File: src/rtl/dbus_req_issue.sv
// -----------------------------------------------------------------------------
// dbus_req_issue
// Initiator side of the data bus for the dual-issue pipeline. A pair of memory
// ops (slot 1 = older, slot 0 = younger) is latched from execute and turned
// into at most two single-port dbus requests, slot 1 first. Only one request is
// outstanding at a time. Store data is lane-replicated with matching byte
// strobes, misaligned ops are flagged and never issued, and raw load words are
// returned packed as {slot0 word, slot1 word}.
//
// Ports
//   clk, resetn          clock, asynchronous active-low reset
//   in_valid             execute presents a pair (sampled in IDLE only)
//   slot_valid/write     per-slot op valid / store(1) or load(0); bit 1 = older
//   slot_addr/wdata      per-slot 32-bit fields, slot i at [32*i +: 32]
//   slot_size            per-slot size, slot i at [2*i +: 2] (3 acts as word)
//   req_*                dbus request channel (valid, addr, size, strobe,
//                        data, uncached)
//   addr_ok, data_ok     bus accepted address / bus completed request
//   resp_data            load data, valid with data_ok
//   rdata                {slot0 word, slot1 word}, valid with done
//   misalign, timeout    per-slot misalignment / watchdog fired, valid with done
//   stall                hold execute/memory registers
//   done                 one-cycle pulse when the pair has finished
// -----------------------------------------------------------------------------
module dbus_req_issue #(
  parameter int UNCACHED_BIT = 29,
  parameter int MAX_WAIT     = 255
) (
  input  logic        clk,
  input  logic        resetn,
  input  logic        in_valid,
  input  logic [1:0]  slot_valid,
  input  logic [1:0]  slot_write,
  input  logic [63:0] slot_addr,
  input  logic [3:0]  slot_size,
  input  logic [63:0] slot_wdata,
  output logic        req_valid,
  output logic [31:0] req_addr,
  output logic [2:0]  req_size,
  output logic [3:0]  req_strobe,
  output logic [31:0] req_data,
  output logic        req_uncached,
  input  logic        addr_ok,
  input  logic        data_ok,
  input  logic [31:0] resp_data,
  output logic [63:0] rdata,
  output logic [1:0]  misalign,
  output logic        timeout,
  output logic        stall,
  output logic        done
);

  typedef enum logic [2:0] {
    S_IDLE   = 3'd0,
    S_REQ_A  = 3'd1,
    S_WAIT_A = 3'd2,
    S_REQ_B  = 3'd3,
    S_WAIT_B = 3'd4,
    S_DONE   = 3'd5
  } state_t;

  // Half needs addr[0]=0, word (and size 3) needs addr[1:0]=0.
  function automatic logic f_misaligned(input logic [1:0] size, input logic [1:0] lo);
    logic res;
    case (size)
      2'd0:    res = 1'b0;
      2'd1:    res = lo[0];
      default: res = (lo != 2'b00);
    endcase
    return res;
  endfunction

  function automatic logic [3:0] f_strobe(input logic [1:0] size, input logic [1:0] lo);
    logic [3:0] res;
    case (size)
      2'd0:    res = 4'b0001 << lo;
      2'd1:    res = 4'b0011 << {lo[1], 1'b0};
      default: res = 4'b1111;
    endcase
    return res;
  endfunction

  function automatic logic [31:0] f_wdata(input logic [1:0] size, input logic [31:0] wd);
    logic [31:0] res;
    case (size)
      2'd0:    res = {4{wd[7:0]}};
      2'd1:    res = {2{wd[15:0]}};
      default: res = wd;
    endcase
    return res;
  endfunction

  state_t      r_state;
  logic [1:0]  r_valid;
  logic [1:0]  r_write;
  logic [63:0] r_addr;
  logic [3:0]  r_size;
  logic [63:0] r_wdata;
  logic [63:0] r_rdata;
  logic [1:0]  r_misalign;
  logic        r_timeout;
  logic [7:0]  r_wdog;

  logic [1:0]  w_in_mis;
  logic [1:0]  w_in_need;
  logic [1:0]  w_need;
  logic        w_is_req;
  logic        w_is_wait;
  logic        w_slot_a;
  logic [31:0] w_act_addr;
  logic [1:0]  w_act_size;
  logic        w_act_write;
  logic [31:0] w_act_wdata;
  logic        w_complete;
  logic        w_wdog_fire;

  // Only valid ops can be misaligned; an invalid slot is simply skipped.
  assign w_in_mis[1] = slot_valid[1] & f_misaligned(slot_size[3:2], slot_addr[33:32]);
  assign w_in_mis[0] = slot_valid[0] & f_misaligned(slot_size[1:0], slot_addr[1:0]);
  assign w_in_need   = slot_valid & ~w_in_mis;
  assign w_need      = r_valid & ~r_misalign;

  assign w_is_req  = (r_state == S_REQ_A) || (r_state == S_REQ_B);
  assign w_is_wait = (r_state == S_WAIT_A) || (r_state == S_WAIT_B);
  assign w_slot_a  = (r_state == S_REQ_A) || (r_state == S_WAIT_A);

  // REQ_A/WAIT_A serve slot 1 (older); REQ_B/WAIT_B serve slot 0.
  assign w_act_addr  = w_slot_a ? r_addr[63:32]  : r_addr[31:0];
  assign w_act_size  = w_slot_a ? r_size[3:2]    : r_size[1:0];
  assign w_act_write = w_slot_a ? r_write[1]     : r_write[0];
  assign w_act_wdata = w_slot_a ? r_wdata[63:32] : r_wdata[31:0];

  assign w_complete  = (w_is_req & addr_ok & data_ok) | (w_is_wait & data_ok);
  // Counter is 0 in the first busy cycle, so this fires on the MAX_WAIT-th cycle.
  assign w_wdog_fire = (r_wdog == 8'(MAX_WAIT - 1));

  assign req_valid    = w_is_req;
  assign req_addr     = w_is_req ? w_act_addr : 32'h0000_0000;
  assign req_size     = w_is_req ? {1'b0, w_act_size} : 3'b000;
  assign req_strobe   = (w_is_req & w_act_write) ? f_strobe(w_act_size, w_act_addr[1:0]) : 4'b0000;
  assign req_data     = (w_is_req & w_act_write) ? f_wdata(w_act_size, w_act_wdata) : 32'h0000_0000;
  assign req_uncached = req_addr[UNCACHED_BIT];

  assign rdata    = r_rdata;
  assign misalign = r_misalign;
  assign timeout  = r_timeout;
  assign done     = (r_state == S_DONE);
  assign stall    = w_is_req | w_is_wait | ((r_state == S_IDLE) & in_valid);

  // Sequencer: latch the pair, issue slot 1 then slot 0, collect load data, watchdog.
  always_ff @(posedge clk or negedge resetn) begin
    if (!resetn) begin
      r_state    <= S_IDLE;
      r_valid    <= 2'b00;
      r_write    <= 2'b00;
      r_addr     <= 64'h0;
      r_size     <= 4'h0;
      r_wdata    <= 64'h0;
      r_rdata    <= 64'h0;
      r_misalign <= 2'b00;
      r_timeout  <= 1'b0;
      r_wdog     <= 8'd0;
    end else begin
      case (r_state)
        S_IDLE: begin
          if (in_valid) begin
            r_valid    <= slot_valid;
            r_write    <= slot_write;
            r_addr     <= slot_addr;
            r_size     <= slot_size;
            r_wdata    <= slot_wdata;
            r_misalign <= w_in_mis;
            r_rdata    <= 64'h0;
            r_timeout  <= 1'b0;
            r_wdog     <= 8'd0;
            if (w_in_need[1]) begin
              r_state <= S_REQ_A;
            end else if (w_in_need[0]) begin
              r_state <= S_REQ_B;
            end else begin
              r_state <= S_DONE;
            end
          end else begin
            r_state <= S_IDLE;
          end
        end
        S_REQ_A, S_WAIT_A, S_REQ_B, S_WAIT_B: begin
          if (w_complete) begin
            if (!w_act_write) begin
              if (w_slot_a) begin
                r_rdata[31:0] <= resp_data;
              end else begin
                r_rdata[63:32] <= resp_data;
              end
            end
            if (w_slot_a && w_need[0]) begin
              r_state <= S_REQ_B;
              r_wdog  <= 8'd0;
            end else begin
              r_state <= S_DONE;
            end
          end else if (w_wdog_fire) begin
            // Abandon this request and any remaining slot.
            r_timeout <= 1'b1;
            r_wdog    <= r_wdog + 8'd1;
            r_state   <= S_DONE;
          end else begin
            r_wdog <= r_wdog + 8'd1;
            if (w_is_req && addr_ok) begin
              r_state <= w_slot_a ? S_WAIT_A : S_WAIT_B;
            end else begin
              r_state <= r_state;
            end
          end
        end
        S_DONE: begin
          r_state <= S_IDLE;
        end
        default: begin
          r_state <= S_IDLE;
        end
      endcase
    end
  end

endmodule

File: config.mk
export PLATFORM = sky130hd
export DESIGN_NAME = dbus_req_issue
export DESIGN_NICKNAME = d
export VERILOG_FILES = /design/src/rtl/dbus_req_issue.sv
export SDC_FILE = /design/constraint.sdc
export NUM_CORES = 1
export LEC_CHECK = 0
export CAP_MARGIN = 25
export CORE_MARGIN = 4
export CORE_UTILIZATION = 25
export DETAILED_ROUTE_END_ITERATION = 10
export GPL_TIMING_DRIVEN = 0
export PLACE_DENSITY_LB_ADDON = 0.3
export SYNTH_ARGS = -nofsm -noshare
export SYNTH_HDL_FRONTEND = slang
export SYNTH_SLANG_ARGS = --single-unit
export TNS_END_PERCENT = 30
File: constraint.sdc
create_clock -name clk -period 3 [get_ports clk]
set_clock_uncertainty 0.1 [all_clocks]
set_input_delay 0.75 -clock clk [delete_from_list [all_inputs] [get_ports clk]]
set_output_delay 0.75 -clock clk [all_outputs]
set_load 0.005 [all_outputs]
==> results.yml <==
status:
  outcome: "complete, but fails checks"
  violations: "setup timing"
timing:
  final-max-slew-violation-count: 0
  setup-violations-final: 59
  finalHoldViolCount: 0
  min_period_ps: 3610
  fmax_mhz: 277
  setup_ws_ps: -607
  period_share_pct: 120
  max-slew-margin-rel_pct: 43.0
  rsz0062_at_grt: "true"
  worst_pin_slew_ps: 854
finish:
  num-nets-final: 1708
  nFillCells: 3900
  drive_above_1_share_pct: 15.2
  seqCellArea_um2: 5330
  final_common_cell: "nand2_1"
  stdcell_count: 2072
  synthToLayoutAreaGrowth_pct: 57.8
  final_cell_mix: "nand2_1, clkdlybuf4s50_1, dfrtp_1, mux2i_1, nor2_1"
  multi_input_area_um2: 4740
clocking:
  clk_latency_ps: 530
  cts_root_buf: "clkbuf_16"
  h-tree-depth: 1
  cts_tree: "done"
  numCtsBuffers: 26
  cts_sinks: 213
  cts_buffer_depth: 3
  clk_pin_slew_ps: 60
drt:
  drc: 0
  ant_nets: 0
  detail_route.wirelength_mm: 37.6
  viasPerCell: 4.53
  first_pass_iters: 4
  drtIter0Drc: 448
  via_count: 9396
  route.detailed.wl_per_inst_um: 18.1
synthesis:
  syn_area_um2: 9970
  yosysTopAreaCell: "dfrtp_1"
  ys_seq_area_share_pct: 53.5
  yosys-top-cells-area: "dfrtp_1, nand2_1, mux2i_1, o21ai_0, nor2_1"
  syn_nets: 1333
  synth_top_area_share_pct: 53.5
  ys_warn_count: 0
  avgSynthCellArea_um2: 8.61
  synth_cell_types: 50
  async_reset_ff_share_pct: 100
  synth_edf_count: 0
  synth_seq_cells: 213
  netlist_instances: 1158
  ys.flop_type: "dfrtp_1"
critical_path:
  endpoint_kind: "output pin"
  cp_max_fo: 4
  worstSetupStartpointType: "flip-flop"
  crit_cells: 9
  cpPeakStageDelay_ps: 440
  crit_buf_inv: 4
  arrival_ps: 2760
  crit_path_frequent_cell: "buf_12"
  rr_worst_depth: 9
  cp_slowest_cell: "a2111oi_4"
  path_class: "flip-flop to output pin"
  worst-endpoint-required_ps: 2150
  path_cells: "buf_12 > xnor2_4 > nor2_4 > buf_12 > buf_6 > mux2i_4 > mux2_4 > a2111oi_4 > buf_2"
  path_delay_family: "buffers and inverters"
floorplan:
  fp.dieH_um: 208
  core-area_um2: 39000
  initial_core_util_pct: 25.6
  row_count: 72
  dieArea_um2: 43100
  pin_count: 315
  die_w_um: 208
global_routing:
  antenna_found_initial: 6
  grt-ovfl-total: 0
  grt_max_degree: 110
  gr-usage-all-layers_pct: 16.7
  grt_pass1_wl_mm: 58.0
  grt_pass1_vias: 9895
power_and_ir_drop:
  finalPower_mw: 18.8
  p_leak_nw: 7.63
  powerDensity_nw_per_um2: 1190
  vdd_drop_max_v: 0.000610
job:
  cap_violations: 0
place:
  dpl_worst_slack_ps: -787
  finalWeightedCongestion: 0.829
  dpl.cell_count: 1990
  portBuffers: 313
  hpwl_mm: 27.8
min_path:
  holdCritPathClass: "input pin to asynchronous set/reset pin"
-- power by group --
| group | internal (mW) | switching, mW |
|---|---|---|
| Clock | 2.10 | 1.25 |
| Sequential | 4.16 | 0.909 |
| Combinational | 4.90 | 5.47 |
-- metrics by stage --
step | hold slack [ps] | util, % | TNS, ps | area [um2]
final | 154 | 40.3 | -17000 | 15700
after global routing | 226 | 40.3 | -22350 | 15700
after CTS | 195 | 39.5 | -15500 | 15400
after detailed placement | 362 | 35.3 | -26250 | 13800
after global placement | 358 | 35.2 | -1816200 | 13700
after floorplan | 338 | - | 0 | 9970
-- final timing paths --
path / start / end / slack, ps
max: r_state[1] / req_data[29] / -610
min: resetn / rdata[41] / 150
max reg2reg: r_state[1] / rdata[15] / 310
min reg2reg: r_addr[51] / r_addr[51] / 370
max in group asynchronous: resetn / r_wdata[58] / 1580
min in group clk: r_addr[51] / r_addr[51] / 370
-- final cells by class --
class,count,area share [%]
flip-flops and latches,213,33.9
multi-input cells,834,30.1
repair buffers,351,21.8
clock buffers,36,5.08
well taps,518,4.12
plain buffers,67,3.25
inverters,40,0.954
clock inverters,9,0.795
diodes,4,0.0636
-- cells by family (layout without fill, tap and decap cells) --
logic type,count (synthesis),count (layout),synth area share [%]
muxes,89,89,8.97
and+or+nand+nor,632,632,25.0
xor gates and xnor gates,6,6,0.791
AOI/OAI and AO/OA,104,104,6.79
DFF,213,213,53.5
other,1,5,0.0376
buffers and inverters,111,503,4.68
adders and majority gates,2,2,0.251
-- cell usage after synthesis, drive strengths merged, types with 2 or more instances --
library cell    n
a2111oi         2
nand2         534
xor2            4
mux2            3
inv            40
a21oi           9
and3           15
clkbuf         42
o211ai          2
o21ai          48
mux2i          86
buf            29
nor3b           4
nor2           54
and2            6
a211oi         17
a31oi           3
o31ai           5
a311oi          6
nor3            2
ha              2
a21o            2
nand4           2
xnor2           2
nand3           9
a21boi          2
dfrtp         213
-- what timing repair did --
item / 4_1_cts / 5_1_grt
cloned: 3 / 1
setup endpoints to repair: 73 / 64
pin swaps: 18 / 17
resized for setup: 241 / 101
hold buffers: 0 / 0
buffers inserted: 21 / 13
endpoints found under the hold margin: 0 / 0
-- layer usage --
metal	vias to the layer above	part of all wire (%)	track usage (%)	routed length, um
met5	-	0.11	0	41
met4	6	2.4	4.05	900
met3	52	6.7	4.25	2510
met2	308	47	27.6	17700
met1	4551	44	22.3	16500
li1	4479	-	-	-
-- sequential cells by signal, summed over array words and instances (netlist names) --
register	count
timeout	1
r_wdata	64
r_valid	1
misalign	2
r_wdog	8
rdata	64
r_size	4
r_addr	64
r_state	3
r_write	2
Power figures use the tool's default switching activity.
